## src/rtl/ternary_cam_controller_if.sv

```systemverilog
// ---------------------------------------------------------------------------
// ternary_cam_controller_if
//
// Purpose: bundles the request/response handshakes and the TCAM drive of the
// ternary CAM controller so that they travel as one port.
//
// Signal groups:
//   upd_*   update requests (write / invalidate one entry), valid/ready
//   lkp_*   masked lookup requests (mask bit 1 = don't care), valid/ready
//   res_*   lookup results (hit, lowest matching address, multi-hit)
//   tcam_*  drive towards the TCAM plus its combinational match vector
//
// Modports:
//   slave   the controller side (consumes requests, drives results and TCAM)
//   master  the requester / TCAM side (drives requests, sinks results)
// ---------------------------------------------------------------------------
interface ternary_cam_controller_if #(
  parameter int word_size    = 8,
  parameter int address_size = 4
);
  localparam int depth = 1 << address_size;

  // update channel
  logic                    upd_valid;
  logic                    upd_ready;
  logic                    upd_op;
  logic [address_size-1:0] upd_address;
  logic [word_size-1:0]    upd_word;

  // lookup channel
  logic                    lkp_valid;
  logic                    lkp_ready;
  logic [word_size-1:0]    lkp_word;
  logic [word_size-1:0]    lkp_mask;

  // result channel
  logic                    res_valid;
  logic                    res_ready;
  logic                    res_hit;
  logic [address_size-1:0] res_address;
  logic                    res_multi;

  // TCAM port
  logic [word_size-1:0]    tcam_word;
  logic [word_size-1:0]    tcam_mask;
  logic [address_size-1:0] tcam_address;
  logic                    tcam_write;
  logic [depth-1:0]        tcam_matched;

  modport slave (
    input  upd_valid, upd_op, upd_address, upd_word,
    output upd_ready,
    input  lkp_valid, lkp_word, lkp_mask,
    output lkp_ready,
    output res_valid, res_hit, res_address, res_multi,
    input  res_ready,
    output tcam_word, tcam_mask, tcam_address, tcam_write,
    input  tcam_matched
  );

  modport master (
    output upd_valid, upd_op, upd_address, upd_word,
    input  upd_ready,
    output lkp_valid, lkp_word, lkp_mask,
    input  lkp_ready,
    input  res_valid, res_hit, res_address, res_multi,
    output res_ready,
    input  tcam_word, tcam_mask, tcam_address, tcam_write,
    output tcam_matched
  );

endinterface

```

## src/rtl/ternary_cam_controller.sv

```systemverilog
// ---------------------------------------------------------------------------
// ternary_cam_controller
//
// Purpose: sequencing and arbitration front-end for a single-port ternary CAM.
// Two independent requesters (entry updates and masked lookups) are
// round-robin arbitrated and serialised onto the TCAM port. The controller
// keeps the per-entry valid bitmap the TCAM itself lacks and priority-encodes
// the lookup result (lowest matching valid address wins).
//
// Ports:
//   clock        rising-edge clock
//   reset        asynchronous, active-low reset
//   bus          ternary_cam_controller_if.slave: upd/lkp/res handshakes and
//                TCAM drive (tcam_word/mask/address/write, tcam_matched)
//   busy         high whenever the sequencer is not idle
//   hit_count    (TCAM_CTRL_STATS_EN only) saturating count of hit results
//   miss_count   (TCAM_CTRL_STATS_EN only) saturating count of miss results
//
// Configuration:
//   TCAM_CTRL_STATS_EN  when defined, adds the hit/miss statistics counters
//                       and their output ports. Undefined by default.
// ---------------------------------------------------------------------------
module ternary_cam_controller #(
  parameter int word_size    = 8,
  parameter int address_size = 4
) (
  input  logic                            clock,
  input  logic                            reset,
  ternary_cam_controller_if.slave         bus,
  output logic                            busy
`ifdef TCAM_CTRL_STATS_EN
  ,
  output logic [15:0]                     hit_count,
  output logic [15:0]                     miss_count
`endif
);

  localparam int depth = 1 << address_size;

  typedef enum logic [1:0] {
    IDLE   = 2'd0,
    UPDATE = 2'd1,
    SEARCH = 2'd2,
    RESULT = 2'd3
  } state_t;

  // Encoding of the round-robin memory: which requester won last.
  localparam logic GRANT_UPD = 1'b0;
  localparam logic GRANT_LKP = 1'b1;

  state_t                  state_q, state_d;
  logic                    last_grant_q, last_grant_d;
  logic                    op_q, op_d;
  logic [address_size-1:0] addr_q, addr_d;
  logic [word_size-1:0]    word_q, word_d;
  logic [word_size-1:0]    mask_q, mask_d;
  logic [depth-1:0]        valid_q, valid_d;
  logic [depth-1:0]        hit_q, hit_d;

  logic                    grant_upd;
  logic                    grant_lkp;
  logic                    upd_fire;
  logic                    lkp_fire;
  logic                    res_fire;
  logic [address_size-1:0] first_hit;
  logic                    multi_hit;

  // Arbitration. Grants are only offered while idle, and only to a requester
  // that is actually asking, so at most one ready is high in any cycle. On a
  // tie the requester that did not win last time gets the slot.
  always_comb begin
    grant_upd = 1'b0;
    grant_lkp = 1'b0;
    if (state_q == IDLE) begin
      if (bus.upd_valid && bus.lkp_valid) begin
        grant_upd = (last_grant_q == GRANT_LKP);
        grant_lkp = (last_grant_q == GRANT_UPD);
      end else begin
        grant_upd = bus.upd_valid;
        grant_lkp = bus.lkp_valid;
      end
    end
  end

  assign bus.upd_ready = grant_upd;
  assign bus.lkp_ready = grant_lkp;

  assign upd_fire = bus.upd_valid && grant_upd;
  assign lkp_fire = bus.lkp_valid && grant_lkp;
  assign res_fire = bus.res_valid && bus.res_ready;

  // Sequencer next-state logic. Request fields are captured on the accepting
  // edge and then drive the TCAM directly from their registers, which is why
  // the TCAM outputs simply hold their values outside the UPDATE/SEARCH slots.
  // An update always presents an all-zero mask so the stored entry is exact.
  always_comb begin
    state_d      = state_q;
    last_grant_d = last_grant_q;
    op_d         = op_q;
    addr_d       = addr_q;
    word_d       = word_q;
    mask_d       = mask_q;
    valid_d      = valid_q;
    hit_d        = hit_q;

    case (state_q)
      IDLE: begin
        if (upd_fire) begin
          state_d      = UPDATE;
          last_grant_d = GRANT_UPD;
          op_d         = bus.upd_op;
          addr_d       = bus.upd_address;
          word_d       = bus.upd_word;
          mask_d       = '0;
        end else if (lkp_fire) begin
          state_d      = SEARCH;
          last_grant_d = GRANT_LKP;
          word_d       = bus.lkp_word;
          mask_d       = bus.lkp_mask;
        end
      end

      // The valid bit changes on the same edge that the TCAM write lands, so
      // a lookup granted right afterwards already sees the new entry.
      UPDATE: begin
        valid_d[addr_q] = op_q;
        state_d         = IDLE;
      end

      // Entries the TCAM still matches but that were invalidated (or never
      // written since reset) are filtered out here.
      SEARCH: begin
        hit_d   = bus.tcam_matched & valid_q;
        state_d = RESULT;
      end

      RESULT: begin
        if (res_fire) begin
          state_d = IDLE;
        end
      end

      default: begin
        state_d = IDLE;
      end
    endcase
  end

  // State and datapath registers. Reset drops any in-flight request and
  // invalidates every entry; the TCAM contents are left alone and stay
  // unmatched until rewritten because their valid bits are clear.
  always_ff @(posedge clock or negedge reset) begin
    if (!reset) begin
      state_q      <= IDLE;
      last_grant_q <= GRANT_LKP;
      op_q         <= 1'b0;
      addr_q       <= '0;
      word_q       <= '0;
      mask_q       <= '0;
      valid_q      <= '0;
      hit_q        <= '0;
    end else begin
      state_q      <= state_d;
      last_grant_q <= last_grant_d;
      op_q         <= op_d;
      addr_q       <= addr_d;
      word_q       <= word_d;
      mask_q       <= mask_d;
      valid_q      <= valid_d;
      hit_q        <= hit_d;
    end
  end

  // Priority encoder: scanning from the top down lets the lowest set index
  // be the last assignment, so it wins. No hit leaves the address at 0.
  always_comb begin
    first_hit = '0;
    for (int i = depth - 1; i >= 0; i--) begin
      if (hit_q[i]) begin
        first_hit = address_size'(i);
      end
    end
  end

  // Clearing the lowest set bit leaves something behind only when two or
  // more bits were set, which is exactly popcount > 1.
  assign multi_hit = |(hit_q & (hit_q - {{(depth - 1){1'b0}}, 1'b1}));

  // The result payload reflects the last completed search and is therefore
  // stable for as long as RESULT waits on res_ready.
  assign bus.res_valid   = (state_q == RESULT);
  assign bus.res_hit     = |hit_q;
  assign bus.res_address = first_hit;
  assign bus.res_multi   = multi_hit;

  assign bus.tcam_write   = (state_q == UPDATE) && op_q;
  assign bus.tcam_word    = word_q;
  assign bus.tcam_mask    = mask_q;
  assign bus.tcam_address = addr_q;

  assign busy = (state_q != IDLE);

`ifdef TCAM_CTRL_STATS_EN
  logic [15:0] hit_count_q, hit_count_d;
  logic [15:0] miss_count_q, miss_count_d;

  // Statistics count completed result handshakes only, so a lookup dropped
  // by reset is never counted. Both counters stick at all-ones.
  always_comb begin
    hit_count_d  = hit_count_q;
    miss_count_d = miss_count_q;
    if (res_fire) begin
      if (bus.res_hit) begin
        if (hit_count_q != 16'hFFFF) begin
          hit_count_d = hit_count_q + 16'd1;
        end
      end else begin
        if (miss_count_q != 16'hFFFF) begin
          miss_count_d = miss_count_q + 16'd1;
        end
      end
    end
  end

  // Statistics registers.
  always_ff @(posedge clock or negedge reset) begin
    if (!reset) begin
      hit_count_q  <= '0;
      miss_count_q <= '0;
    end else begin
      hit_count_q  <= hit_count_d;
      miss_count_q <= miss_count_d;
    end
  end

  assign hit_count  = hit_count_q;
  assign miss_count = miss_count_q;
`else
  // Statistics disabled: no counters and no extra ports are built.
`endif

endmodule
```

## src/flat_wrapper.sv

```systemverilog
// flat-port wrapper written by rule: the top's interface ports become plain ports
module ternary_cam_controller_flat 
#(
  parameter int word_size    = 8,
  parameter int address_size = 4
)
  (clock, reset, busy, bus_upd_valid, bus_upd_op, bus_upd_address, bus_upd_word, bus_upd_ready, bus_lkp_valid, bus_lkp_word, bus_lkp_mask, bus_lkp_ready, bus_res_valid, bus_res_hit, bus_res_address, bus_res_multi, bus_res_ready, bus_tcam_word, bus_tcam_mask, bus_tcam_address, bus_tcam_write, bus_tcam_matched);
  ternary_cam_controller_if #(.word_size(word_size), .address_size(address_size)) bus_i ();
  input  logic clock;
  input  logic reset;
  output logic busy;
  input wire logic [$bits(bus_i.upd_valid)-1:0] bus_upd_valid;
  input wire logic [$bits(bus_i.upd_op)-1:0] bus_upd_op;
  input wire logic [$bits(bus_i.upd_address)-1:0] bus_upd_address;
  input wire logic [$bits(bus_i.upd_word)-1:0] bus_upd_word;
  output wire logic [$bits(bus_i.upd_ready)-1:0] bus_upd_ready;
  input wire logic [$bits(bus_i.lkp_valid)-1:0] bus_lkp_valid;
  input wire logic [$bits(bus_i.lkp_word)-1:0] bus_lkp_word;
  input wire logic [$bits(bus_i.lkp_mask)-1:0] bus_lkp_mask;
  output wire logic [$bits(bus_i.lkp_ready)-1:0] bus_lkp_ready;
  output wire logic [$bits(bus_i.res_valid)-1:0] bus_res_valid;
  output wire logic [$bits(bus_i.res_hit)-1:0] bus_res_hit;
  output wire logic [$bits(bus_i.res_address)-1:0] bus_res_address;
  output wire logic [$bits(bus_i.res_multi)-1:0] bus_res_multi;
  input wire logic [$bits(bus_i.res_ready)-1:0] bus_res_ready;
  output wire logic [$bits(bus_i.tcam_word)-1:0] bus_tcam_word;
  output wire logic [$bits(bus_i.tcam_mask)-1:0] bus_tcam_mask;
  output wire logic [$bits(bus_i.tcam_address)-1:0] bus_tcam_address;
  output wire logic [$bits(bus_i.tcam_write)-1:0] bus_tcam_write;
  input wire logic [$bits(bus_i.tcam_matched)-1:0] bus_tcam_matched;
  assign bus_i.upd_valid = bus_upd_valid;
  assign bus_i.upd_op = bus_upd_op;
  assign bus_i.upd_address = bus_upd_address;
  assign bus_i.upd_word = bus_upd_word;
  assign bus_upd_ready = bus_i.upd_ready;
  assign bus_i.lkp_valid = bus_lkp_valid;
  assign bus_i.lkp_word = bus_lkp_word;
  assign bus_i.lkp_mask = bus_lkp_mask;
  assign bus_lkp_ready = bus_i.lkp_ready;
  assign bus_res_valid = bus_i.res_valid;
  assign bus_res_hit = bus_i.res_hit;
  assign bus_res_address = bus_i.res_address;
  assign bus_res_multi = bus_i.res_multi;
  assign bus_i.res_ready = bus_res_ready;
  assign bus_tcam_word = bus_i.tcam_word;
  assign bus_tcam_mask = bus_i.tcam_mask;
  assign bus_tcam_address = bus_i.tcam_address;
  assign bus_tcam_write = bus_i.tcam_write;
  assign bus_i.tcam_matched = bus_tcam_matched;
  ternary_cam_controller #(.word_size(word_size), .address_size(address_size)) u_core (.clock(clock), .reset(reset), .bus(bus_i), .busy(busy));
endmodule
```

## config.mk

```make
export PLATFORM = sky130hd
export DESIGN_NAME = ternary_cam_controller_flat
export DESIGN_NICKNAME = d
export VERILOG_FILES = /design/src/rtl/ternary_cam_controller_if.sv /design/src/rtl/ternary_cam_controller.sv /design/src/flat_wrapper.sv
export SDC_FILE = /design/constraint.sdc
export NUM_CORES = 1
export LEC_CHECK = 0
export BUFFER_PORTS_ARGS = -buffer_cell sky130_fd_sc_hd__buf_2
export CAP_MARGIN = 20
export CORE_MARGIN = 5
export CORE_UTILIZATION = 45
export DETAILED_ROUTE_END_ITERATION = 10
export HOLD_SLACK_MARGIN = 0.15
export PLACE_DENSITY = 0.71
export REMOVE_ABC_BUFFERS = 1
export SLEW_MARGIN = 20
export SYNTH_ARGS = -nofsm -noshare
export SYNTH_HDL_FRONTEND = slang
export SYNTH_SLANG_ARGS = --single-unit
```

## constraint.sdc

```tcl
create_clock -name clock -period 2.8 [get_ports clock]
set_input_delay 0.14 -clock clock [delete_from_list [all_inputs] [get_ports clock]]
set_output_delay 0.14 -clock clock [all_outputs]
set_load 0.02 [all_outputs]
```

==> results.yml, run 1 <==
global_routing:
  antenna_found_initial: 0
  grt_pass1_wl_mm: 11.7
  grt_usage_pct: 19.4
  grt_max_degree: 34
  globalRouteOverflowTotal: 0
  first_global_vias: 2484
setup_path:
  crit_family: "simple AND/OR/NAND/NOR gates"
  crit_chain: "nor4_1 -> nand3_1 -> o22ai_1 -> o221ai_1 -> or3_1 -> buf_2"
  slowest_stage: "nor4_1"
  r2r_cells: 6
  crit_fanout: 7
  r2r_slack_ns: 0.40
  critical_path_class: "flop to output pin"
  r2r-end: "u_core.bus.tcam_word[4]$_DFFE_PN0P_"
  crit_required_ns: 2.66
  max_stage_delay_ns: 0.55
  crit_arrival_ns: 2.33
  critical_path_buf_inv_count: 1
  reg2reg_from: "u_core.state_q[1]$_DFFE_PN0P_"
  crit_path_start_kind: "flop"
  critPathCaptureType: "output pin"
clocking:
  clock-sinks: 56
  cts.path.max_buffers: 2
  clk_latency_ns: 0.30
  numCtsBuffers: 5
  cts_tree: "built"
  cts.clk_slew.worst_paths_ns: 0.09
  h-tree-depth: 2
  cts_root_buf: "clkbuf_8"
floorplanning:
  die_y_um: 87.1
  start_util_pct: 45.7
  die_area_mm2: 0.00759
  core.rowCount: 28
  die_x_um: 87.1
  io_pins: 81
  coreArea_mm2: 0.00585
sta:
  fin_crit_ns: 2.47
  setup_viol: 0
  finalSetupTns_ns: 0
  hold_viol: 0
  worst_slack_ns: 0.332
  fin_crit_sh_pct: 88.1
  skew_ns: 0.00253
  finalMaxSlewViolations: 0
  slew_headroom_pct: 36.4
  rsz0062_at_grt: "no"
  worst_pin_slew_ns: 0.955
  max_freq_mhz: 405
detailed_routing:
  drc: 0
  drt-initial-drc-count: 146
  avgViaCountPerCell: 5.14
  wl_mm: 6.82
  vias: 2429
  ant_nets: 0
  first_pass_iters: 4
  wl_per_cell_um: 14.4
logic_synthesis:
  yosysSeqAreaShare_pct: 52.4
  synthTopCellsByCount: "nand2_1, dfrtp_1, o21ai_0"
  synth_top_family_by_area: "simple AND/OR/NAND/NOR gates"
  synthArstFlopShare_pct: 100
  synth-seq-cells: 56
  yosys.area.top_type: "dfrtp_1"
  syn_area_mm2: 0.00268
  syn_inst: 275
  synthTopCellsByArea: "dfrtp_1, nand2_1, mux2_2, o21ai_0, mux2i_1"
  synth.most_common_cell: "nand2_1"
  synth-xor-area-share_pct: 0
  synthDistinctLibCells: 44
  synth_compound_area_share_pct: 12.2
  yosys.area.top_type_share_pct: 51.4
  yosys.area_share.simple_pct: 22.0
  synthFlopType: "dfrtp_1"
  avgSynthCellArea_um2: 9.73
  synth_mux_area_share_pct: 9.73
  synth_edf_count: 0
  synthAdderAreaFrac_pct: 0.748
  yosysWarnings: 0
place:
  dp_cells: 421
  dpl.hpwl_mm: 4.67
  dpl_cell_area_mm2: 0.00313
  port_buffers: 80
  dp_worst_setup_slack_ns: 0.747
  gp_congestion: 0.917
pwr:
  power.density_mw_per_mm2: 1130
  p_leak_nw: 1.83
  ir_drop_v: 0.000819
layout:
  stdcell_area_mm2: 0.00366
  fin_nets: 447
  layout-drive-gt1-share_pct: 28.4
  fin_cells: 473
  final_core_util_pct: 62.6
  area_growth_pct: 36.9
  n_antenna_cell: 0
hold_path:
  hp-class: "input pin to flop"
  min_to: "u_core.bus.tcam_word[3]$_DFFE_PN0P_"
  min-delay-start: "bus_upd_word[3]"
  worstHoldPathCells: 3
flow_run:
  cap_violations: 0
status:
  outcome: "complete, no violations"
==> final cells by class <==
class / instances / area [um^2]
Multi-Input combinational cell: 203 / 1200
Sequential cell: 56 / 1400
Tap cell: 75 / 93.8
Clock buffer: 8 / 90.1
Inverter: 4 / 15.0
Fill cell: 485 / 2190
Timing Repair Buffer: 127 / 863
==> flip-flops by register name, summed over array words and instances, names as in the netlist <==
signal                   count
u_core.hit_q                16
u_core.valid_q              16
u_core.bus.tcam_mask         8
u_core.bus.tcam_word         8
u_core.bus.tcam_address      4
u_core.state_q               2
u_core.last_grant_q          1
u_core.op_q                  1
==> metal layers <==
metal	part of all wire [%]	global-route usage, %	routed length [um]
met1	43	23.9	2940
met2	47	33.0	3220
met3	8.0	6.05	548
met4	1.6	5.44	107
met5	0	0	0
==> stage by stage <==
stage / hold slack (ns) / total power [mW]
6_report: 0.157 / 4.13
5_1_grt: 0.162 / 4.46
4_1_cts: 0.152 / 4.12
3_5_place_dp: 0.147 / 3.61
3_3_place_gp: 0.144 / 3.54
2_1_floorplan: -0.156 / 2.91
==> layout by cell type, fill, tap and decap left out, types with 4 or more instances in the layout <==
cell	Yosys	final
clkbuf_8	0	6
mux2_2	16	16
nand3_1	7	7
nand2_1	71	71
a22o_1	8	8
nor2b_1	6	6
inv_1	4	4
buf_2	1	80
dlygate4sd3_1	0	44
dfrtp_1	55	55
nor3_1	6	6
nor2_1	13	13
mux2i_1	8	8
o21ai_0	29	29
==> worst max-delay path by stage <==
stage          slack (ns)                   startpoint       endpoint  depth (start not counted)
2_1_floorplan        0.97  u_core.hit_q[0]$_DFFE_PN0P_  bus_res_multi                          4
3_3_place_gp         0.87  u_core.hit_q[0]$_DFFE_PN0P_  bus_res_multi                          6
3_5_place_dp         0.75  u_core.hit_q[8]$_DFFE_PN0P_  bus_res_multi                          6
4_1_cts              0.40  u_core.hit_q[8]$_DFFE_PN0P_  bus_res_multi                          6
5_1_grt              0.18  u_core.hit_q[8]$_DFFE_PN0P_  bus_res_multi                          6
6_report             0.33  u_core.hit_q[8]$_DFFE_PN0P_  bus_res_multi                          6
==> cell families (layout without fill, tap and decap cells) <==
kind of cell	Yosys count	count (layout)
simple gates	124	124
flops	56	56
compound gates	53	53
mux	24	24
buf+inv	16	139
fa+ha+maj	2	2
==> worst reg2reg max path, delay by kind of cell, from the launching register on <==
kind | cells | cell delay, ns
AOI/OAI and AO/OA | 1 | 0.09
buffers and inverters | 2 | 0.94
DFF | 1 | 0.44
muxes | 1 | 0.18
and+or+nand+nor | 2 | 0.64
==> power by group <==
| group | internal, mW | leakage, nW | switching, mW |
|---|---|---|---|
| logic | 0.889 | 1.05 | 1.26 |
| clock network | 0.202 | 0.0455 | 0.243 |
| registers | 1.15 | 0.734 | 0.391 |
| total | 2.24 | 1.83 | 1.90 |
==> timing repair <==
| action | 4_1_cts | 5_1_grt |
|---|---|---|
| buffers inserted | 0 | 0 |
| gates resized for setup | 0 | 0 |
| hold endpoints to repair | 60 | 0 |
| hold buffers | 44 | 0 |
(Power assumes the default switching activity.)
==> run 2, diff against run 1 <==
--- a/config.mk
+++ b/config.mk
@@ -12,6 +12,7 @@
 export DETAILED_ROUTE_END_ITERATION = 10
 export HOLD_SLACK_MARGIN = 0.15
 export PLACE_DENSITY = 0.71
+export RECOVER_POWER = 50
 export REMOVE_ABC_BUFFERS = 1
 export SLEW_MARGIN = 20
 export SYNTH_ARGS = -nofsm -noshare
==> run 2 against run 1 <==
Against the previous run:
- cell count unchanged
- flip-flop and latch count unchanged
- combinational power fell by 2%
- worst hold slack worse by 0.0031 ns
- total power fell by 0.96%
- clock power hardly changed
- first-iteration DRC count is the same
- via count increased by 0.21%
==> results.yml, run 2 (synthesis results as in run 1) <==
status:
  outcome: "complete, no violations"
detailed_routing:
  wl_per_cell_um: 14.4
  drt-initial-drc-count: 146
  wl_mm: 6.80
  first_pass_iters: 4
  ant_nets: 0
  vias: 2434
  avgViaCountPerCell: 5.15
  drc: 0
sta:
  rsz0062_at_grt: "no"
  worst_pin_slew_ns: 1.23
  finalMaxSlewViolations: 0
  setup_viol: 0
  slew_headroom_pct: 17.9
  max_freq_mhz: 405
  fin_crit_ns: 2.47
  skew_ns: 0.00279
  hold_viol: 0
  fin_crit_sh_pct: 88.1
  finalSetupTns_ns: 0
setup_path:
  crit_chain: "nor4_1 -> nand3_1 -> o22ai_1 -> o221ai_1 -> or3_1 -> buf_2"
  critical_path_buf_inv_count: 1
  slowest_stage: "nor4_1"
  r2r-end: "u_core.bus.tcam_word[4]$_DFFE_PN0P_"
  crit_fanout: 7
  crit_path_start_kind: "flop"
  r2r_cells: 6
  crit_required_ns: 2.66
  r2r_slack_ns: 0.41
  critPathCaptureType: "output pin"
  critical_path_class: "flop to output pin"
  max_stage_delay_ns: 0.55
  crit_family: "simple AND/OR/NAND/NOR gates"
  crit_arrival_ns: 2.33
  reg2reg_from: "u_core.state_q[1]$_DFFE_PN0P_"
clocking:
  cts_root_buf: "clkbuf_8"
  numCtsBuffers: 5
  cts.clk_slew.worst_paths_ns: 0.09
  cts_tree: "built"
  cts.path.max_buffers: 2
  clk_latency_ns: 0.30
  cts_resized: 0
  clock-sinks: 56
  h-tree-depth: 2
layout:
  layout-drive-gt1-share_pct: 22.9
  layout_commonest_cell: "nand2_1"
  fin_nets: 447
  area_growth_pct: 35.7
  n_antenna_cell: 0
  stdcell_area_mm2: 0.00363
  layout_common_cells: "nand2_1, buf_2, dfrtp_1, dlygate4sd3_1, o21ai_0"
  reg_top3: "u_core.hit_q (16), u_core.valid_q (16)"
place:
  dpl.hpwl_mm: 4.67
  port_buffers: 80
  gp_congestion: 0.917
  dpl_cell_area_mm2: 0.00313
global_routing:
  grt_pass1_wl_mm: 11.7
  antenna_found_initial: 0
  first_global_vias: 2484
  globalRouteOverflowTotal: 0
  grt_max_degree: 34
  grt_usage_pct: 19.4
hold_path:
  hp-class: "input pin to flop"
  min-delay-start: "bus_upd_word[3]"
  min_to: "u_core.bus.tcam_word[3]$_DFFE_PN0P_"
  worstHoldPathCells: 3
floorplanning:
  coreArea_mm2: 0.00585
  die_x_um: 87.1
  core.rowCount: 28
  die_area_mm2: 0.00759
  die_y_um: 87.1
  io_pins: 81
  start_util_pct: 45.7
pwr:
  power.density_mw_per_mm2: 1130
  ir_drop_v: 0.000818
  p_leak_nw: 1.75
  p_total_mw: 4.09
flow_run:
  cap_violations: 0
run 2: layout make-up:
cell class              count  area [um^2]
well taps                  75         93.8
repair buffers            127          833
inverters                   4         15.0
fillers                   496         2220
clock buffers               8         90.1
flip-flops and latches     56         1400
multi-input cells         203         1200
run 2: per-stage QoR:
| stage | setup WS, ns | std cells | utilization, % | hold WS [ns] |
|---|---|---|---|---|
| after global placement | 0.874 | 421 | 53.5 | 0.144 |
| final | 0.333 | 473 | 62.1 | 0.154 |
| after detailed placement | 0.747 | 421 | 53.5 | 0.147 |
| after global routing | 0.182 | 473 | 62.1 | 0.162 |
| after floorplan | 0.973 | 263 | - | -0.156 |
| after CTS | 0.398 | 473 | 62.6 | 0.152 |
run 2: repair_timing:
item	CTS	global route
hold buffers	44	0
endpoints found under the hold margin	60	0
buffers inserted	0	0
run 2: how the worst max path moves through the flow:
stage	slack (ns)	startpoint	end	cells after the start
2_1_floorplan	0.97	u_core.hit_q[0]$_DFFE_PN0P_	bus_res_multi	4
3_3_place_gp	0.87	u_core.hit_q[0]$_DFFE_PN0P_	bus_res_multi	6
3_5_place_dp	0.75	u_core.hit_q[8]$_DFFE_PN0P_	bus_res_multi	6
4_1_cts	0.40	u_core.hit_q[8]$_DFFE_PN0P_	bus_res_multi	6
5_1_grt	0.18	u_core.hit_q[8]$_DFFE_PN0P_	bus_res_multi	6
6_report	0.33	u_core.hit_q[8]$_DFFE_PN0P_	bus_res_multi	6
run 2: worst min-delay path, cell delays in order:
cell     delay, ns
buf_2         0.08
mux2i_1       0.05
o21ai_0       0.15
run 2: report_power, final:
part	switching (mW)	total, mW	internal, mW
Clock	0.244	0.447	0.202
Combinational	1.26	2.11	0.849
Sequential	0.393	1.54	1.15
Total	1.90	4.09	2.20
run 2: per-layer routing:
layer | track usage [%] | vias up | share of wire [%]
li1 | - | 1192 | -
met1 | 23.9 | 1131 | 43
met2 | 33.0 | 99 | 47
met3 | 6.05 | 12 | 8.3
met4 | 5.44 | 0 | 1.6
met5 | 0 | - | 0
==> run 3, diff against run 2 <==
--- a/config.mk
+++ b/config.mk
@@ -8,10 +8,10 @@
 export BUFFER_PORTS_ARGS = -buffer_cell sky130_fd_sc_hd__buf_2
 export CAP_MARGIN = 20
 export CORE_MARGIN = 5
-export CORE_UTILIZATION = 45
+export CORE_UTILIZATION = 55
 export DETAILED_ROUTE_END_ITERATION = 10
 export HOLD_SLACK_MARGIN = 0.15
-export PLACE_DENSITY = 0.71
+export PLACE_DENSITY = 0.85
 export RECOVER_POWER = 50
 export REMOVE_ABC_BUFFERS = 1
 export SLEW_MARGIN = 20
==> run 3 against run 2 <==
Against the previous run:
- largest power group unchanged
- critical endpoint unchanged
- critical path depth did not move
- worst hold slack better by 0.080 ns
- total power rose by 1.6%
- register-to-register slack got worse by 0.02 ns
- wire length rose by 12%
- clock-buffer cell count stayed put
- clock skew is 0.0060 ns higher
- flip-flop and latch count unchanged
- first-iteration DRC count is 12% higher
- non-clock buffer count is 2 higher
- utilization increased by 15 points
- critical path type unchanged
- highest routed layer unchanged
==> results.yml, run 3 (synthesis results as in run 1) <==
hold_path:
  min_to: "u_core.bus.tcam_word[0]$_DFFE_PN0P_"
  worstHoldPathCells: 3
  hp-class: "input pin to flop"
  min-delay-start: "bus_lkp_word[0]"
setup_path:
  r2r_slack_ns: 0.39
  critical_path_class: "flop to output pin"
  critPathCaptureType: "output pin"
  r2r_cells: 6
  crit_arrival_ns: 2.34
  r2r-end: "u_core.bus.tcam_word[3]$_DFFE_PN0P_"
  crit_path_start_kind: "flop"
  crit_required_ns: 2.66
  reg2reg_from: "u_core.state_q[1]$_DFFE_PN0P_"
  crit_fanout: 7
sta:
  setup_viol: 0
  worst_pin_slew_ns: 0.930
  whs_ns: 0.234
  finalMaxSlewViolations: 0
  skew_ns: 0.00879
  finalSetupTns_ns: 0
  slew_headroom_pct: 38.0
  hold_viol: 0
  rsz0062_at_grt: "no"
  max_freq_mhz: 403
  fin_crit_sh_pct: 88.6
  fin_crit_ns: 2.48
floorplanning:
  die_y_um: 79.7
  die_area_mm2: 0.00636
  die_x_um: 79.7
  start_util_pct: 56.6
  core.rowCount: 25
  coreArea_mm2: 0.00472
  io_pins: 81
clocking:
  cts_tree: "built"
  numCtsBuffers: 5
  h-tree-depth: 2
  cts_setup_buffers: 0
  cts.path.max_buffers: 2
  cts_root_buf: "clkbuf_8"
  cts.clk_slew.worst_paths_ns: 0.09
  clock-sinks: 56
  clk_latency_ns: 0.31
place:
  port_buffers: 80
  gp_congestion: 0.861
  dpl.hpwl_mm: 4.47
global_routing:
  globalRouteOverflowTotal: 0
  grt_pass1_wl_mm: 12.6
  grt_usage_pct: 25.8
  grt_max_degree: 43
  antenna_found_initial: 0
  first_global_vias: 2669
layout:
  layout_common_cells: "nand2_1, buf_2, dfrtp_1, dlygate4sd3_1, o21ai_0"
  layout_commonest_cell: "nand2_1"
  fin_nets: 449
  area_growth_pct: 36.1
  n_antenna_cell: 0
  layout-drive-gt1-share_pct: 22.8
  reg_top3: "u_core.hit_q (16), u_core.valid_q (16)"
detailed_routing:
  drt-initial-drc-count: 163
  first_pass_iters: 4
  ant_nets: 0
  wl_per_cell_um: 16.4
  drc: 0
  vias: 2575
  wl_mm: 7.64
  avgViaCountPerCell: 5.51
pwr:
  ir_drop_v: 0.000730
  p_total_mw: 4.16
  p_leak_nw: 1.76
  power.density_mw_per_mm2: 1140
status:
  outcome: "complete, no violations"
flow_run:
  cap_violations: 0
run 3: cell count changes in the layout (fill, tap and decap cells not counted):
cell	change
dlygate4sd3_1	+2
buf_2	+1
clkbuf_2	-1
run 3: metrics by stage:
stage / util (%) / cell area [um^2] / worst slack (ns) / std cells
finish: 77.1 / 3640 / 0.319 / 467
global route: 77.1 / 3640 / 0.157 / 467
CTS: 77.7 / 3670 / 0.388 / 467
detailed placement: 66.1 / 3120 / 0.740 / 413
global placement: 66.1 / 3120 / 0.883 / 413
floorplan: - / 2610 / 0.973 / 263
run 3: where the power goes:
group	switching, mW	internal (mW)
logic	1.31	0.853
clock network	0.240	0.202
registers	0.411	1.15
run 3: cell type report:
type	instances	area, um^2
inverters	4	15.0
clock buffers	8	90.1
repair buffers	129	853
flip-flops and latches	56	1400
fillers	307	1080
well taps	67	83.8
multi-input cells	203	1200
run 3: worst max-delay path, stage by stage (launching register included):
cell and delay [ns]:
dfrtp_1 0.46, nor4_1 0.49, nand3_1 0.18, o22ai_1 0.23, o221ai_1 0.16, or3_1 0.35, buf_2 0.16
run 3: routing by layer:
| layer | vias up | global-route usage [%] | share of wire [%] |
|---|---|---|---|
| met2 | 145 | 43.9 | 49 |
| met1 | 1198 | 30.5 | 39 |
| li1 | 1207 | - | - |
| met3 | 25 | 6.21 | 8.1 |
| met5 | - | 0 | 0 |
| met4 | 0 | 12.8 | 3.9 |
run 3: worst max path at each step:
stage / from / end / slack, ns / cells after the start
floorplan: u_core.hit_q[0]$_DFFE_PN0P_ / bus_res_multi / 0.97 / 4
global placement: u_core.hit_q[0]$_DFFE_PN0P_ / bus_res_multi / 0.88 / 6
detailed placement: u_core.hit_q[0]$_DFFE_PN0P_ / bus_res_multi / 0.74 / 6
CTS: u_core.hit_q[0]$_DFFE_PN0P_ / bus_res_multi / 0.39 / 6
global route: u_core.hit_q[0]$_DFFE_PN0P_ / bus_res_multi / 0.16 / 6
finish: u_core.hit_q[8]$_DFFE_PN0P_ / bus_res_multi / 0.32 / 6
run 3: repair_timing:
item,CTS,global route
hold buffers,46,0
setup endpoints to repair,0,0
gates resized for setup,0,0
hold endpoints to repair,79,0
